--- config.mk ---
export PLATFORM = sky130hd
export DESIGN_NAME = ipr_bulk_writer
export DESIGN_NICKNAME = d
export VERILOG_FILES = /design/src/rtl/ipr_bulk_writer.sv
export SDC_FILE = /design/constraint.sdc
export NUM_CORES = 1
export LEC_CHECK = 0
export CAP_MARGIN = 20
export CORE_ASPECT_RATIO = 0.8
export CORE_MARGIN = 2
export CORE_UTILIZATION = 51
export CTS_BUF_LIST = sky130_fd_sc_hd__clkbuf_8
export CTS_CLUSTER_SIZE = 10
export DETAILED_ROUTE_END_ITERATION = 8
export GPL_TIMING_DRIVEN = 0
export PLACE_DENSITY = 0.88
export SLEW_MARGIN = 20
export SYNTH_ARGS = -nofsm -noshare
export SYNTH_HDL_FRONTEND = slang
export SYNTH_SLANG_ARGS = --single-unit
--- constraint.sdc ---
create_clock -name clk -period 5.1 [get_ports clk]
set_input_delay 0.51 -clock clk [delete_from_list [all_inputs] [get_ports clk]]
set_output_delay 0.51 -clock clk [all_outputs]
set_load 0.005 [all_outputs]
--- src/rtl/ipr_bulk_writer.sv ---
// ipr_bulk_writer: takes a word-count command, pulls words from a
// valid/ready source and writes them one at a time into an IPR write port.
// Ports:
//   clk, rst_n                   clock, async active-low reset
//   cmd_valid/cmd_ready/cmd_len  transfer command (word count)
//   src_valid/src_ready/src_data source word stream
//   ipr_req/we/addr/wdata        IPR write request side
//   ipr_gnt/ipr_rvalid           IPR grant and response
//   busy, done, timeout_err      status; done/timeout_err are pulses
//   proto_err                    sticky, rvalid seen outside WAIT
//   words_sent                   words acknowledged this/last transfer
module ipr_bulk_writer #(
  parameter int          DATA_W        = 32,
  parameter int          LEN_W         = 16,
  parameter logic [31:0] IPR_ADDR      = 32'h0,
  parameter int unsigned TIMEOUT_LIMIT = 100
) (
  input  logic              clk,
  input  logic              rst_n,
  input  logic              cmd_valid,
  output logic              cmd_ready,
  input  logic [LEN_W-1:0]  cmd_len,
  input  logic              src_valid,
  output logic              src_ready,
  input  logic [DATA_W-1:0] src_data,
  output logic              ipr_req,
  output logic              ipr_we,
  output logic [31:0]       ipr_addr,
  output logic [DATA_W-1:0] ipr_wdata,
  input  logic              ipr_gnt,
  input  logic              ipr_rvalid,
  output logic              busy,
  output logic              done,
  output logic              timeout_err,
  output logic              proto_err,
  output logic [LEN_W-1:0]  words_sent
);

  typedef enum logic [1:0] {
    S_IDLE,
    S_FETCH,
    S_REQ,
    S_WAIT
  } state_e;

  localparam int TW =
    (TIMEOUT_LIMIT > 1) ? $clog2(TIMEOUT_LIMIT + 1) : 1;
  localparam logic [TW-1:0] TLIM = TW'(TIMEOUT_LIMIT);

  state_e            state_q, state_d;
  logic [LEN_W-1:0]  rem_q, rem_d;
  logic [LEN_W-1:0]  sent_q, sent_d;
  logic [DATA_W-1:0] wdata_q, wdata_d;
  logic [TW-1:0]     tcnt_q, tcnt_d;
  logic              req_q, req_d;
  logic              done_q, done_d;
  logic              tmo_q, tmo_d;
  logic              perr_q, perr_d;

  always_ff @(posedge clk or negedge rst_n) begin
    if (!rst_n) begin
      state_q <= S_IDLE;
      rem_q   <= '0;
      sent_q  <= '0;
      wdata_q <= '0;
      tcnt_q  <= '0;
      req_q   <= 1'b0;
      done_q  <= 1'b0;
      tmo_q   <= 1'b0;
      perr_q  <= 1'b0;
    end else begin
      state_q <= state_d;
      rem_q   <= rem_d;
      sent_q  <= sent_d;
      wdata_q <= wdata_d;
      tcnt_q  <= tcnt_d;
      req_q   <= req_d;
      done_q  <= done_d;
      tmo_q   <= tmo_d;
      perr_q  <= perr_d;
    end
  end

  always_comb begin
    state_d = state_q;
    rem_d   = rem_q;
    sent_d  = sent_q;
    wdata_d = wdata_q;
    tcnt_d  = tcnt_q;
    done_d  = 1'b0;
    tmo_d   = 1'b0;
    // Responses are only legal while waiting for one.
    perr_d  = perr_q |
              (ipr_rvalid && (state_q != S_WAIT));

    case (state_q)
      S_IDLE: begin
        if (cmd_valid) begin
          rem_d  = cmd_len;
          sent_d = '0;
          if (cmd_len == '0) begin
            done_d = 1'b1;
          end else begin
            state_d = S_FETCH;
          end
        end
      end

      S_FETCH: begin
        tcnt_d = '0;
        if (src_valid) begin
          wdata_d = src_data;
          state_d = S_REQ;
        end
      end

      S_REQ: begin
        // A grant on the threshold cycle still wins.
        if (ipr_gnt) begin
          state_d = S_WAIT;
          tcnt_d  = '0;
        end else if (TIMEOUT_LIMIT != 0) begin
          if (tcnt_q == TLIM - TW'(1)) begin
            tmo_d   = 1'b1;
            state_d = S_IDLE;
            tcnt_d  = '0;
            wdata_d = '0;
          end else begin
            tcnt_d = tcnt_q + TW'(1);
          end
        end
      end

      S_WAIT: begin
        if (ipr_rvalid) begin
          sent_d = sent_q + LEN_W'(1);
          rem_d  = rem_q - LEN_W'(1);
          if (rem_q == LEN_W'(1)) begin
            done_d  = 1'b1;
            state_d = S_IDLE;
          end else begin
            state_d = S_FETCH;
          end
        end
      end

      default: begin
        state_d = S_IDLE;
      end
    endcase

    // Registered request: falls on the edge that samples the grant,
    // so the slave sees exactly one granted req&&we cycle per word.
    req_d = (state_d == S_REQ);
  end

  assign cmd_ready   = (state_q == S_IDLE);
  assign src_ready   = (state_q == S_FETCH);
  assign busy        = (state_q != S_IDLE);
  assign ipr_req     = req_q;
  assign ipr_we      = req_q;
  assign ipr_addr    = IPR_ADDR;
  assign ipr_wdata   = wdata_q;
  assign done        = done_q;
  assign timeout_err = tmo_q;
  assign proto_err   = perr_q;
  assign words_sent  = sent_q;

endmodule

* Word-level counts from Yosys, hierarchy flattened
Cells that the tools add are included.
** Operators by class
- Bitwise operators :: 1
- $add $sub $neg :: 3
- Equality and inequality tests :: 12
- Muxes and demuxes :: 29
- Reductions and logical operators :: 8
** Operators with widths (count)
- 32-bit two-way mux :: 3
- 16-bit two-way mux :: 4
- 16-bit one-hot mux with 2 select lines :: 2
- 32-bit one-hot mux with 2 select lines :: 1
- 16-bit by 1-bit adder with 16-bit output (second input constant) :: 1
- 16-bit by 1-bit == test with 1-bit output (second input constant) :: 1
- 16-bit zero test :: 1
- 16-bit by 1-bit subtractor with 16-bit output (second input constant) :: 1
- 7-bit two-way mux :: 2
- 7-bit one-hot mux with 2 select lines :: 1
- 2-bit two-way mux :: 6
- 2-bit inequality test (second input constant) :: 6
- 1-bit two-way mux :: 8
- 2-bit one-hot mux with 4 select lines :: 1
- 7-bit by 1-bit adder with 7-bit output (second input constant) :: 1
- 7-bit == test (second input constant) :: 1
- 2-bit == test (second input constant) :: 3
- 2-bit nonzero test :: 3
- 4-bit AND reduction :: 1
- 3-bit AND reduction :: 1
- 2-bit by 1-bit == test with 1-bit output (second input constant) :: 1
- 2-bit zero test :: 1
- 1-bit one-hot mux with 2 select lines :: 1
- 1-bit logical AND :: 1
- 1-bit OR :: 1
** Storage, ports and cells
- Bits of input ports :: 54
- Output and inout bits :: 88
- Register bits :: 77

* Logic depth before layout (Yosys ltp)
Gate-level depths: netlist (run 1).
- Depth after elaboration :: 5
- Mapped depth :: 8
- Depth with buffers taken out :: 7

* Worst setup path before layout (run 1)
Ideal clock, no wire load.
- Kind :: register to register
- Start :: register state_q[0]
- End :: register rem_q[15]
- Slack :: 3.004 ns
- Path buffers :: 0
- Clock period less this slack :: 2.096 ns
- Setup time :: 0.077 ns
- Cell stages (with the launch flop) :: 8
- Required time :: 5.023 ns
- Arrival time :: 2.019 ns
- Cell sequence :: dfrtp_1 > inv_1 > ha_1 > mux2_2 > nand2_1 > or3_1 > or4_1 > a21oi_1
** On the way
- Longest elaborated chain between the ends :: 3
- Elaborated cells between the ends (all ways) :: 7
- Classes of those cells :: 3 x eq/ne; 1 x mux; 3 x reduce/logical
** Ends and longest elaborated chain
- start, declared :: line 50 : state_e state_q, state_d;
- start signal, assigned :: line 72 : state_q <= state_d;
- 2-bit zero test (*)
- net cmd_ready :: line 21 : output logic cmd_ready,
- 2-bit inequality test (no source line) or 2-bit nonzero test (tied branches)
- 3-bit AND reduction (no source line)
- end signal, assigned :: line 73 : rem_q <= rem_d;
- end, declared :: line 51 : logic [LEN_W-1:0] rem_q, rem_d;
The timed path passes the listed nets; every way through them passes the cells marked *.
A chain may end at the register's enable or synchronous reset.

* Worst setup path in the final report (run 1)
- Start :: register tcnt_q[1]
- End :: register wdata_q[19] (netlist: ipr_wdata[19])
** On the way
- Longest elaborated chain between the ends :: 3
** Ends and longest elaborated chain
- start, declared :: line 54 : logic [TW-1:0] tcnt_q, tcnt_d;
- start signal, assigned :: line 76 : tcnt_q <= tcnt_d;
- 7-bit == test :: line 123 : if (tcnt_q == TLIM - TW'(1)) begin
- 2-bit inequality test (no source line)
- 4-bit AND reduction (no source line)
- end signal, assigned :: line 75 : wdata_q <= wdata_d;
- end, declared :: line 53 : logic [DATA_W-1:0] wdata_q, wdata_d;
No other way between the ends.

==> results of run 1 <==
## how the worst max path moves through the flow
stage	slack, ns	endpoint	cells past startpoint	startpoint
4_1_cts	2.51	ipr_wdata[31]	7	tcnt_q[1]
3_5_place_dp	2.48	ipr_wdata[31]	7	ipr_gnt
5_1_grt	2.22	ipr_wdata[30]	7	tcnt_q[1]
3_3_place_gp	0.94	tcnt_q[6]	1	rst_n
6_report	2.50	ipr_wdata[19]	7	tcnt_q[1]
2_1_floorplan	3.00	rem_q[15]	7	state_q[0]
## sequential cells by signal, summed over array words and instances (netlist names)
name         cells
done             1
rem_q           16
words_sent      16
ipr_req          1
tcnt_q           7
ipr_wdata       32
state_q          2
proto_err        1
timeout_err      1
## cell usage in the layout, fill, tap and decap left out, types with 3 or more instances in the layout
master             n
nand3_1           10
xnor2_1            8
clkinvlp_4         3
ha_1               8
o22a_1             3
conb_1            32
nor2b_1            5
o22ai_1            4
buf_4             34
clkdlybuf4s50_1  108
clkbuf_8           9
a21oi_1           25
nand4_1           12
inv_1             43
clkbuf_1          19
a32oi_1            3
nand3b_1          33
nor4_1             4
o21ai_0           47
nand2_1           30
or3_1              5
nor3_1            11
nor2_1            39
xor2_1            11
dfrtp_1           77
or4_1              6
## layout make-up
class	count	area, µm²	area share
buffer	53	323	0.0565
clock buffer	9	124	0.0217
clock inverter	7	73.8	0.0129
inverter	42	158	0.0276
multi-input combinational	320	1860	0.326
sequential	77	1930	0.337
tap	108	135	0.0237
timing repair buffer	110	1110	0.194
## cells by family after synthesis
family / count (synthesis) / synth area share
flops: 77 / 0.464
compound gates: 94 / 0.128
xor+xnor: 19 / 0.0401
fa+ha+maj: 8 / 0.0241
other cells: 1 / 0.000903
buf+inv: 95 / 0.116
simple gates: 165 / 0.222
mux: 2 / 0.00512
## layer usage
metal / global-route usage / up-vias / wire length, µm
met5: 0 / - / 0
met4: 0.0642 / 0 / 138
met3: 0.0497 / 14 / 659
met2: 0.406 / 159 / 5180
met1: 0.324 / 1819 / 4660
li1: - / 1817 / -
## metrics by stage
step                std cells   util  hold WS (ns)  area [µm²]  power, W
floorplan                 492      -         0.214        4270   0.00171
global placement          709  0.695         0.447        5500   0.00222
detailed placement        710  0.697         0.456        5510   0.00229
CTS                       726  0.722         0.111        5710   0.00276
global route              726  0.722         0.126        5710   0.00295
finish                    726  0.722         0.108        5710   0.00275
## worst max-delay path: stages, from the launching register on
cell and delay (ns):
dfrtp_1 0.40, ha_1 0.20, nor4bb_1 0.51, a32oi_1 0.22, nor2_1 0.51, clkbuf_1 0.43, nand3b_1 0.14, o21ai_0 0.10
## power breakdown
group | switching (W) | internal [W] | total (W) | leakage [nW]
logic | 0.000669 | 0.000611 | 0.00128 | 1.37
clock network | 0.000237 | 0.000228 | 0.000465 | 0.0937
registers | 0.000187 | 0.000823 | 0.00101 | 0.975
total | 0.00109 | 0.00166 | 0.00275 | 2.44
==> metrics, run 1 <==
status=finished, final reports clean; DIE AREA=8890 µm²; Synth Area per Inst=9.01 µm²; Worst slew margin=0.594; Yosys top cell by area=dfrtp_1; RR Startpoint=tcnt_q[1]; Period minus WS final=2.60 ns; first-pass iteration count of the detailed router=4; CP arrival=2.87 ns; Reg2Reg Depth=7; final setup vio count=0; Detailed Route Iter0 Violations=216; CTS max path bufs=2; Layout Skew=0.0115 ns; crit path capture type=flip-flop; crit start category=flip-flop; Max IR drop VDD=237 µV; Routed wire per std cell=14.6 µm; Routed Antenna Nets=0; drt total wl=10.6 mm; Inserted Clock Buffers=9; DRC=0; type of the tightest min-delay check=in -> async; Layout Nets=approximately 680; n_diodes=0; I/O pin total=approximately 140; DP Wirelength=8.16 mm; Final WS setup=2.50 ns; Crit Path Class=reg -> reg; Placer Congestion=0.864; final hold violation count=0; largest net degree at the start of global routing=44; Cells after Synth=around 460; Async SR Flop Fraction=1.00; # port buffers=109; CTS sink cnt=just under 80; worst reg2reg endpoint=ipr_wdata[19]; starting density of the core=0.525; Die Y=around 85 µm; period utilization=0.510; initial antenna violation count=0; Synth Cell Area=a little over 4000 µm²; f_max=384 MHz; Placement Rows=29; Vias=3809; area grow syn2layout=37.5%; Root Buffer=clkbuf_8; Synth area leaders=dfrtp_1 (46%), buf_4 (6.0%), nand3b_1 (6.0%); CORE AREA=a little under 8000 µm²; Reg clk slew, reported paths=roughly 0.08 ns; total track usage=0.243; synthesized flop and latch total=77; # fillers=a little under 600; crit-path max FO=10; Clock Latency Late Sink=0.36 ns; CTS tree=built; Slew Viols, Final=0; Leak=2.44 nW; distinct cell type count after synthesis=43; top-count cell post-synth=dfrtp_1; Die X=about 100 µm; Synth top cells by count=dfrtp_1 (77), o21ai_0 (47), inv_1 (42); number of global-route vias before repair=between 3000 and 4000; # hold bufs at CTS=0; RSZ-0062 raised after global routing=false; MaxCap Viol Count=0; Power Density=482 nW/µm²; r2r setup slk=2.50 ns; setup TNS=0 ns; Vias/cell=approximately 5.2; Syn. warnings=0; layout cells sized above 1=0.0890; Seq/Total Area, Yosys=0.464; CP Data Required Time=5.37 ns; Least-Margin Pin Slew=0.607 ns; post-CTS resize count=0; post-CTS setup buffers=0; grt ovf=0; Main synth FF type=dfrtp_1; pre-CTS setup slack=roughly 2.5 ns; first-pass GRT wire length=about 17 mm; H-tree Lvls=3; Post-synth EDFFs=0; top-area cell type share of the netlist area=0.464
Note: power is estimated with default switching activity, not from simulation.
==> run 2, diff against run 1 <==
--- a/config.mk
+++ b/config.mk
@@ -8,12 +8,12 @@
 export CAP_MARGIN = 20
 export CORE_ASPECT_RATIO = 0.8
 export CORE_MARGIN = 2
-export CORE_UTILIZATION = 51
+export CORE_UTILIZATION = 47
 export CTS_BUF_LIST = sky130_fd_sc_hd__clkbuf_8
 export CTS_CLUSTER_SIZE = 10
 export DETAILED_ROUTE_END_ITERATION = 8
 export GPL_TIMING_DRIVEN = 0
-export PLACE_DENSITY = 0.88
+export PLACE_DENSITY = 0.82
 export SLEW_MARGIN = 20
 export SYNTH_ARGS = -nofsm -noshare
 export SYNTH_HDL_FRONTEND = slang
==> constraint.sdc (replaced) <==
create_clock -name clk -period 2.4 [get_ports clk]
set_input_delay 0.24 -clock clk [delete_from_list [all_inputs] [get_ports clk]]
set_output_delay 0.24 -clock clk [all_outputs]
set_load 0.005 [all_outputs]
==> run 2 against run 1 <==
Count of clock-buffer cells in the layout unchanged; core utilization decreased by 5.0 points; fmax increased by 13%; sequential share of layout area decreased by 0.074 points; final area increased by 0.28%; register-to-register slack got worse by 2.4 ns; via count decreased by 1.0%; power increased by 110%; worst setup slack got worse by 2.4 ns; largest cell class unchanged.
==> metrics, run 2 (synthesis gave the netlist of run 1 again) <==
RSZ-0062 raised after global routing=false; CTS max path bufs=2; I/O pin total=142; status=finished, final reports clean; # fillers=between 700 and 800; Routed Antenna Nets=0; slowest stage cell on the critical path=dfrtp_2; pre-CTS setup slack=-0.108 ns; hold slack=slightly below 0.4 ns; placed cell area=around 5500 µm²; max incr delay on CP=0.45 ns; Finished Cell Area=5730 µm²; Vias=3770; # port buffers=roughly 110; Placement Rows=30; Leak=between 2 and 2.5 nW; Top delay family on crit path=simple AND/OR/NAND/NOR gates; f_max=around 440 MHz; Root Buffer=clkbuf_8; DP Wirelength=7.88 mm; total power=0.00582 W; Routed wire per std cell=between 10 and 15 µm; Detailed Route Iter0 Violations=294; type of the tightest min-delay check=in -> async; Die X=between 100 and 150 µm; first-pass iteration count of the detailed router=5; Largest register FFs=32; crit path cell chain=inv_1, ha_1, mux2_2, nand2_2, or3_1, or4_1, a21oi_1; Least-Margin Pin Slew=0.530 ns; DRC=0; starting density of the core=0.488; crit start category=flip-flop; crit path capture type=flip-flop; Die Y=a little under 90 µm; Final WS setup=0.103 ns; CTS tree=built; Inserted Clock Buffers=9; Max IR drop VDD=567 µV; post-CTS setup buffers=0; Placer Congestion=~0.89; initial antenna violation count=0; n_diodes=0; final setup vio count=0; layout cells sized above 1=0.105; CTS sink cnt=77; Worst slew margin=0.644; total track usage=0.223; Period minus WS final=roughly 2.3 ns; CP arrival=2.58 ns; H-tree Lvls=3; final hold violation count=0; grt ovf=0; worst path bufs/invs=1; DIE AREA=approximately 9600 µm²; first-pass GRT wire length=roughly 17 mm; area of the multi-input gates=1870 µm²; period utilization=0.957; register area=between 1500 and 2000 µm²; commonest non-fill, non-tap cell in the layout=clkdlybuf4s50_1; commonest non-fill, non-tap cells in the layout=clkdlybuf4s50_1 (108), dfrtp_1 (76), o21ai_0 (47); drt total wl=10.6 mm; Layout Nets=676; crit-path max FO=10; MaxCap Viol Count=0; Layout Skew=roughly 0.013 ns; number of global-route vias before repair=3426; Crit Path Class=reg -> reg; Core Util, Final=0.672; Vias/cell=between 5 and 6; Power Density=1020 nW/µm²; largest net degree at the start of global routing=42; area grow syn2layout=37.9%; CP Data Required Time=~2.7 ns; Reg clk slew, reported paths=0.09 ns; CORE AREA=about 8500 µm²; Slew Viols, Final=0; Clock Latency Late Sink=0.35 ns
## run 2: cell types whose count changed in the layout (fill, tap and decap cells not counted), sizes merged
cell,change
clkinv,+2
clkinvlp,-2
buf,-1
bufinv,-1
clkbuf,+1
dlygate4sd3,+1
inv,+1
## run 2: worst paths after layout
kind | start | endpoint | slack, ns | depth (start not counted)
worst max-delay path | state_q[0] | rem_q[15] | 0.10 | 7
max in group asynchronous | rst_n | rem_q[1] | 1.41 | 3
worst min-delay path | rst_n | ipr_wdata[31] | 0.39 | 2
min in group clk | proto_err | proto_err | 0.46 | 1
worst max register to register | state_q[0] | rem_q[15] | 0.10 | 7
worst min register to register | proto_err | proto_err | 0.46 | 1
## run 2: power breakdown
part,internal [W],total [W],switching (W),leakage [nW]
Sequential,0.00175,0.00215,0.000402,0.974
Combinational,0.00132,0.00276,0.00144,1.40
Clock,0.000390,0.000911,0.000521,0.0910
## run 2: metal layers
layer  global-route usage  wire length [µm]  vias up
met5                    0                 0        -
met4               0.0594                99        0
met3               0.0461               907        9
met2                0.357              4950      163
met1                0.310              4650     1781
li1                     -                 -     1817
## run 2: area by class of cell
type | count | share of cell area
inverter | 42 | 0.0275
multi-input combinational | 320 | 0.327
sequential | 77 | 0.337
tap | 112 | 0.0245
clock buffer | 9 | 0.0216
buffer | 53 | 0.0577
timing repair buffer | 111 | 0.195
clock inverter | 7 | 0.00983
## run 2: repair_timing
item                                   4_1_cts  5_1_grt
setup endpoints to repair                   32       47
cloned                                       0        0
hold buffers                                 1        0
endpoints found under the hold margin       36        0
gates resized for setup                      1       14
## run 2: metrics by stage
stage	instances	setup TNS [ns]
3_5_place_dp	714	-1.79
5_1_grt	731	0
3_3_place_gp	713	-120.69
6_report	731	0
2_1_floorplan	492	0
4_1_cts	731	0
